==> config.mk <==
export PLATFORM = sky130hd
export DESIGN_NAME = mult_seq_ctrl
export DESIGN_NICKNAME = d
export VERILOG_FILES = /design/src/rtl/mult_seq_ctrl.sv
export SDC_FILE = /design/constraint.sdc
export NUM_CORES = 1
export LEC_CHECK = 0
export CORE_MARGIN = 4
export CORE_UTILIZATION = 45
export CTS_BUF_LIST = sky130_fd_sc_hd__clkbuf_16
export CTS_CLUSTER_SIZE = 16
export DETAILED_ROUTE_END_ITERATION = 16
export GPL_TIMING_DRIVEN = 0
export HOLD_SLACK_MARGIN = 0.05
export PLACE_DENSITY = 0.72
export SETUP_SLACK_MARGIN = 0.5
export SLEW_MARGIN = 20
export SYNTH_ARGS = -nofsm -noshare
export SYNTH_HDL_FRONTEND = slang
export SYNTH_SLANG_ARGS = --single-unit
==> constraint.sdc <==
create_clock -name clk -period 3.3 [get_ports clk]
set_input_delay 0.33 -clock clk [delete_from_list [all_inputs] [get_ports clk]]
set_output_delay 0.33 -clock clk [all_outputs]
set_load 0.01 [all_outputs]
==> src/rtl/mult_seq_ctrl.sv <==
// rtl/mult_seq_ctrl.sv - sequential shift-add multiplier with FIFO handshake control
// One multiplier bit per EXEC cycle; signed mode subtracts the MSB partial product.
module mult_seq_ctrl #(
   parameter int WIDTH   = 16,
   parameter int CNT_W   = 4,
   parameter int OPCNT_W = 8,
   parameter int SIGNED  = 0
) (
   input  logic                 clk,
   input  logic                 reset_n,
   input  logic                 op_start,
   input  logic                 op_clear,
   input  logic                 in_empty,
   input  logic [WIDTH-1:0]     in_data_a,
   input  logic [WIDTH-1:0]     in_data_b,
   output logic                 in_rd,
   input  logic                 out_full,
   output logic                 out_wr,
   output logic [2*WIDTH-1:0]   out_data,
   output logic                 op_done,
   output logic                 busy,
   output logic [1:0]           state,
   output logic [CNT_W-1:0]     count,
   output logic [OPCNT_W-1:0]   op_cnt
);

   typedef enum logic [1:0] {
      S_IDLE = 2'b00,
      S_EXEC = 2'b01,
      S_OUT  = 2'b10,
      S_DONE = 2'b11
   } state_t;

   state_t               state_r, state_nx;
   logic [2*WIDTH-1:0]   a_sh, acc, addend, acc_nx, a_ext;
   logic [WIDTH-1:0]     b_sh;
   logic                 last_step;

   assign a_ext     = {{WIDTH{(SIGNED != 0) & in_data_a[WIDTH-1]}}, in_data_a};
   assign last_step = (count == CNT_W'(WIDTH - 1));

   // In signed mode the multiplier MSB carries weight -2**(WIDTH-1), so its term is subtracted.
   always_comb begin
      addend = '0;
      if (b_sh[0])
         addend = ((SIGNED != 0) && last_step) ? ('0 - a_sh) : a_sh;
      acc_nx = acc + addend;
   end

   always_comb begin
      state_nx = state_r;
      in_rd    = 1'b0;
      out_wr   = 1'b0;
      if (op_clear) begin
         state_nx = S_IDLE;
      end else begin
         case (state_r)
            S_IDLE: begin
               if (op_start) begin
                  if (!in_empty) begin
                     in_rd    = 1'b1;
                     state_nx = S_EXEC;
                  end else begin
                     state_nx = S_DONE;
                  end
               end
            end
            S_EXEC: begin
               if (last_step)
                  state_nx = S_OUT;
            end
            S_OUT: begin
               if (!out_full) begin
                  out_wr = 1'b1;
                  if (!in_empty) begin
                     in_rd    = 1'b1;
                     state_nx = S_EXEC;
                  end else begin
                     state_nx = S_DONE;
                  end
               end
            end
            S_DONE:  state_nx = S_DONE;
            default: state_nx = S_IDLE;
         endcase
      end
   end

   always_ff @(posedge clk or negedge reset_n) begin
      if (!reset_n) begin
         state_r  <= S_IDLE;
         count    <= '0;
         out_data <= '0;
         op_cnt   <= '0;
         a_sh     <= '0;
         b_sh     <= '0;
         acc      <= '0;
      end else begin
         state_r <= state_nx;
         if (op_clear) begin
            count <= '0;
         end else begin
            if (state_r == S_IDLE && op_start)
               op_cnt <= '0;
            if (out_wr)
               op_cnt <= op_cnt + OPCNT_W'(1);
            // A pop always starts a fresh product, whether from IDLE or chained from OUT.
            if (in_rd) begin
               a_sh  <= a_ext;
               b_sh  <= in_data_b;
               acc   <= '0;
               count <= '0;
            end else if (state_r == S_EXEC) begin
               a_sh <= a_sh << 1;
               b_sh <= b_sh >> 1;
               acc  <= acc_nx;
               if (last_step) begin
                  out_data <= acc_nx;
                  count    <= '0;
               end else begin
                  count <= count + CNT_W'(1);
               end
            end
         end
      end
   end

   assign state   = state_r;
   assign busy    = (state_r == S_EXEC) || (state_r == S_OUT);
   assign op_done = (state_r == S_DONE);

endmodule

==> impl_metrics.yaml, run 1 <==
clocking:
  cts_buffers: 17
  htreeDepth: 4
  cts.path.max_buffers: 2
  cts_tree: "yes"
  path_clk_slew_ns: 0.06
  cts.sinks: 126
  root_buffer: "clkbuf_16"
  clock_latency_ns: 0.42
synthesis:
  synthCells: 715
  syn_area_per_cell_um2: 9.71
  syn_nets: 791
  synth_top_family_by_area: "compound AO/OA/AOI/OAI gates"
  async_reset_ff_frac: 1.00
  synthAdderAreaFrac: 0.0696
  synth_edf_count: 0
  synth.distinct_cells: 50
  synth_area_um2: 6940
  seq_area_frac_synth: 0.454
  synth-seq-cells: 126
  muxShareOfSynthArea: 0.0669
  synth_compound_area_frac: 0.188
  synth-xor-area-share: 0.0391
  ys.flop_type: "dfrtp_1"
  yosys-top-cells-area: "dfrtp_1 45%, nand2_1 6.8%, ha_1 6.7%"
  yosys.area.top_type_share: 0.454
  yosysWarnings: 0
  yosys.area_share.simple: 0.155
  yosysTopAreaCell: "dfrtp_1"
power:
  vdd_ir_drop_max_uv: 400
  total_power_mw: 5.93
  powerDensity_nw_per_um2: 640
  p_leak_nw: 4.29
route:
  postRouteAntennaNets: 0
  vias: 5701
  wl_per_cell_um: 16.3
  dr.pass1.iters: 5
  route.detailed.vias_per_inst: 5.47
  wl_um: 17000
  drcViolationCount: 0
  drt_iter0_markers: 339
sta:
  fin_hold_ws_ns: 0.276
  period_needed_ns: 3.02
  hold_viol: 0
  final.setup_skew_ns: 0.00866
  rsz0062_at_grt: "true"
  max_slew_margin: 0.520
  setup_violations: 0
  period_share: 0.914
  finalMaxSlewViolations: 0
  max_slew.worst_pin.slew_ns: 0.720
  max_freq_mhz: 332
layout:
  fin_area_um2: 9270
  multi_input_area_um2: 3940
  syn2layout_area_growth_pct: 33.6
  finalNetCount: 918
  fillers: 1237
  drive_gt1_frac: 0.166
  regArea_um2: 3150
  antenna_cells: 0
floorplan:
  dieArea_um2: 17500
  ios: 88
  fp.coreArea_um2: 15100
  start_util: 0.458
  die_w_um: 132
  num_rows: 45
  die_y_um: 132
global_routing:
  grtUsageTotal: 0.195
  grt_pass1_wl_um: 27400
  grt_overflow: 0
  grt_pass1_vias: 5613
  grt_max_degree: 96
  antenna_found_initial: 0
run_status:
  status: "finished clean"
critical_path:
  worstSetupPathType: "flop to flop"
  cp.required_ns: 3.60
  cp_max_fo: 7
  start_kind: "flop"
  endpoint_kind: "flop"
  arrival_ns: 3.32
placed_design:
  postPlaceCellArea_um2: 8090
  portBuffers: 86
  dpl.hpwl_um: 11700
  gp_congestion: 0.859
hold_path:
  hp-class: "input pin to flop"
job:
  cap_violations: 0
layout make-up:
type | instances | area share
multi-input cells | 541 | 0.425
clock inverters | 14 | 0.0235
clock buffers | 17 | 0.0459
repair buffers | 108 | 0.114
well taps | 188 | 0.0254
plain buffers | 41 | 0.0237
flip-flops and latches | 126 | 0.340
inverters | 7 | 0.00283
path summary, 6_finish.rpt:
| kind | cells after the start | slack, ns | from | endpoint |
|---|---|---|---|---|
| worst max register to register | 11 | 0.28 | b_sh[0]$_DFFE_PN0P_ | out_data[20]$_DFFE_PN0P_ |
| worst min-delay path | 2 | 0.28 | op_clear | state[0]$_DFFE_PN0P_ |
| min in group asynchronous | 2 | 0.36 | reset_n | op_cnt[7]$_DFFE_PN0P_ |
| worst min register to register | 2 | 0.47 | out_data[10]$_DFFE_PN0P_ | out_data[10]$_DFFE_PN0P_ |
| worst max-delay path | 11 | 0.28 | b_sh[0]$_DFFE_PN0P_ | out_data[20]$_DFFE_PN0P_ |
| max in group asynchronous | 3 | 2.19 | reset_n | acc[17]$_DFFE_PN0P_ |
repair_timing:
| action | CTS | global route |
|---|---|---|
| buffers inserted | 15 | 4 |
| endpoints found under the hold margin | 31 | 0 |
| setup endpoints to repair | 46 | 65 |
| hold buffers | 1 | 0 |
| pin swaps | 28 | 16 |
| resized for setup | 61 | 37 |
| gates cloned | 1 | 0 |
critical path: stages, from the launching register on:
cell and delay [ns]:
dfrtp_2 0.48, clkbuf_8 0.18, and2_4 0.15, fa_2 0.37, a21o_1 0.21, a221oi_4 0.35, a211oi_4 0.13, o2111ai_2 0.28
a21oi_2 0.13, a31oi_2 0.21, xnor2_2 0.12, mux2_2 0.27
where the power goes:
part / internal [mW] / switching, mW
Combinational: 0.831 / 0.919
Sequential: 1.86 / 0.272
Clock: 1.34 / 0.712
Total: 4.03 / 1.90
sequential cells by signal (all words and copies together), names as in the netlist:
| register | cells |
|---|---|
| state | 2 |
| a_sh | 32 |
| acc | 32 |
| b_sh | 16 |
| op_cnt | 8 |
| count | 4 |
| out_data | 32 |
cells by family after synthesis:
group                    Yosys count
adder cells (fa/ha/maj)           38
XOR/XNOR                          31
buffers and inverters             48
multiplexers                      45
AO/OA/AOI/OAI                    193
AND/OR/NAND/NOR                  234
flip-flops                       126
stage by stage:
stage          TNS (ns)   util  std cells  setup slack (ns)
6_report              0  0.612       1042             0.285
3_3_place_gp    -397.38  0.532        989             -3.16
3_5_place_dp    -0.0955  0.534        990           -0.0447
2_1_floorplan         0      -        715             0.498
4_1_cts               0  0.603       1038             0.310
5_1_grt               0  0.612       1042             0.155
layer usage:
| metal | GRT usage | wire length, um | vias to the layer above |
|---|---|---|---|
| li1 | - | - | 2791 |
| met1 | 0.254 | 7800 | 2691 |
| met2 | 0.318 | 7850 | 180 |
| met3 | 0.0469 | 911 | 39 |
| met4 | 0.0687 | 402 | 0 |
| met5 | 0 | 0 | - |
layout by cell type (no fill, tap or decap), drive strengths merged, types with 8 or more instances in the layout:
master	instances
clkdlybuf4s50	84
dfrtp	126
buf	33
nor2	29
xnor2	16
o21ai	53
nand3	8
nand2	126
and3	10
ha	37
a21o	15
a21oi	45
mux2	11
mux2i	34
a22o	49
xor2	15
and2	35
clkbuf	47
inv	8
Yosys cell counts (8+ instances only):
master	count
xnor2_1	16
xor2_1	15
ha_1	37
clkbuf_1	35
a21oi_1	45
and3_1	8
nand2_1	126
o21ai_0	49
dfrtp_1	126
mux2_2	11
a22o_1	49
nand3_1	8
and2_1	35
a21o_1	15
mux2i_1	34
nor2_1	29
Note: power is estimated with default switching activity, not from simulation.
==> run 2: changes to the inputs <==
==> constraint.sdc (replaced) <==
create_clock -name clk -period 2.95 [get_ports clk]
set_input_delay 0.295 -clock clk [delete_from_list [all_inputs] [get_ports clk]]
set_output_delay 0.295 -clock clk [all_outputs]
set_load 0.01 [all_outputs]
==> impl_metrics.yaml, run 2 (synthesis results as in run 1) <==
run_status:
  status: "finished with violations"
  violations: "negative setup slack"
layout:
  antenna_cells: 0
  multi_input_area_um2: 4370
  finalNetCount: 950
  syn2layout_area_growth_pct: 44.5
  regArea_um2: 3160
  mostFrequentLayoutCells: "124 x nand2_1, 124 x dfrtp_1, 83 x clkdlybuf4s50_1"
  fillers: 1086
  drive_gt1_frac: 0.256
  top_regs: "a_sh x32, acc x32, out_data x32"
  final_cells: 1075
clocking:
  cts_tree: "yes"
  cts.sinks: 126
  cts_buffers: 17
  htreeDepth: 4
  clock_latency_ns: 0.42
  root_buffer: "clkbuf_16"
  path_clk_slew_ns: 0.06
  cts.path.max_buffers: 2
critical_path:
  worstSetupPathType: "flop to flop"
  cp_max_fo: 10
  cp.required_ns: 3.31
  arrival_ns: 3.51
  endpoint_kind: "flop"
  start_kind: "flop"
  r2r_slack_ns: -0.20
global_routing:
  antenna_found_initial: 0
  grtUsageTotal: 0.209
  grt_overflow: 0
  grt_max_degree: 99
  grt_pass1_wl_um: 29700
  grt_pass1_vias: 5920
sta:
  finalMaxSlewViolations: 0
  setup_violations: 11
  max_slew_margin: 0.583
  fin_ws_ns: -0.199
  final.setup_skew_ns: 0.00531
  period_share: 1.07
  rsz0062_at_grt: "true"
  max_freq_mhz: 318
  period_needed_ns: 3.15
  max_slew.worst_pin.slew_ns: 0.626
  hold_viol: 0
floorplan:
  ios: 88
  num_rows: 45
  start_util: 0.458
  dieArea_um2: 17500
  die_w_um: 132
  die_y_um: 132
  fp.coreArea_um2: 15100
power:
  p_int_mw: 4.80
  power_frac_clock: 0.308
  p_comb_frac: 0.357
  seqPwrFrac: 0.336
  netSwitchingPower_mw: 2.39
  total_power_mw: 7.19
  sw_frac_of_total: 0.333
  p_leak_nw: 4.59
  vdd_ir_drop_max_uv: 473
  powerDensity_nw_per_um2: 717
route:
  postRouteAntennaNets: 0
  dr.pass1.iters: 5
  wl_per_cell_um: 18.3
  vias: 6100
  drcViolationCount: 0
  wl_um: 19700
  drt_iter0_markers: 308
  route.detailed.vias_per_inst: 5.67
placed_design:
  gp_congestion: 0.915
  dpl.hpwl_um: 11700
  place_ws_ns: -0.360
  portBuffers: 86
  dp_cells: 990
hold_path:
  hp-class: "input pin to flop"
job:
  cap_violations: 0
[run 2: through the flow]
step            util  setup TNS (ns)  area (um2)  hold slack, ns
2_1_floorplan      -               0        7000       -0.000591
3_3_place_gp   0.535         -437.61        8100           0.459
3_5_place_dp   0.537           -2.95        8140           0.162
4_1_cts        0.624          -0.188        9450           0.232
5_1_grt        0.662           -2.16       10000           0.287
6_report       0.662          -0.915       10000           0.254
[run 2: critical path, stage by stage (launching register included)]
cell	delay, ns
dfrtp_2	0.44
buf_12	0.15
buf_2	0.16
and2_1	0.18
ha_2	0.31
a21oi_2	0.20
nand2_2	0.08
a211oi_2	0.27
o211ai_1	0.20
buf_4	0.21
a41oi_4	0.27
o21ai_4	0.10
or4_1	0.42
nand3_1	0.09
[run 2: path summary, 6_finish.rpt]
path,from,endpoint,depth (start not counted)
worst min-delay path,op_clear,state[0]$_DFFE_PN0P_,2
worst min register to register,out_data[8]$_DFFE_PN0P_,out_data[8]$_DFFE_PN0P_,2
worst max register to register,b_sh[0]$_DFFE_PN0P_,acc[31]$_DFFE_PN0P_,13
min in group asynchronous,reset_n,op_cnt[7]$_DFFE_PN0P_,2
worst max-delay path,b_sh[0]$_DFFE_PN0P_,acc[31]$_DFFE_PN0P_,13
max in group asynchronous,reset_n,b_sh[0]$_DFFE_PN0P_,3
[run 2: repair_timing]
action,4_1_cts,5_1_grt
gates resized for setup,108,94
pin swaps,37,41
setup buffers,29,22
endpoints found under the setup margin,96,95
hold buffers,1,0
gates cloned,1,0
hold endpoints to repair,28,0
[run 2: power by group through the flow]
| stage | Combinational [mW] | Sequential, mW | Clock (mW) |
|---|---|---|---|
| 6_report | 2.56 | 2.41 | 2.21 |
| 5_1_grt | 2.76 | 2.46 | 2.30 |
| 4_1_cts | 2.14 | 2.38 | 2.23 |
| 3_5_place_dp | 1.69 | 2.38 | 0 |
| 3_3_place_gp | 1.64 | 2.38 | 0 |
| 2_1_floorplan | 1.25 | 2.30 | 0 |
[run 2: area by class of cell]
type / count / share of cell area
flip-flops and latches: 126 / 0.315
clock buffers: 17 / 0.0424
clock inverters: 15 / 0.0195
well taps: 188 / 0.0235
repair buffers: 140 / 0.133
inverters: 7 / 0.00262
multi-input cells: 541 / 0.436
plain buffers: 41 / 0.0292
[run 2: metal layers]
layer  up-vias  track usage  share of wire
li1       2854            -              -
met1      2965        0.277           0.43
met2       238        0.339           0.48
met3        43       0.0450          0.059
met4         0       0.0779          0.026
met5         -            0              0
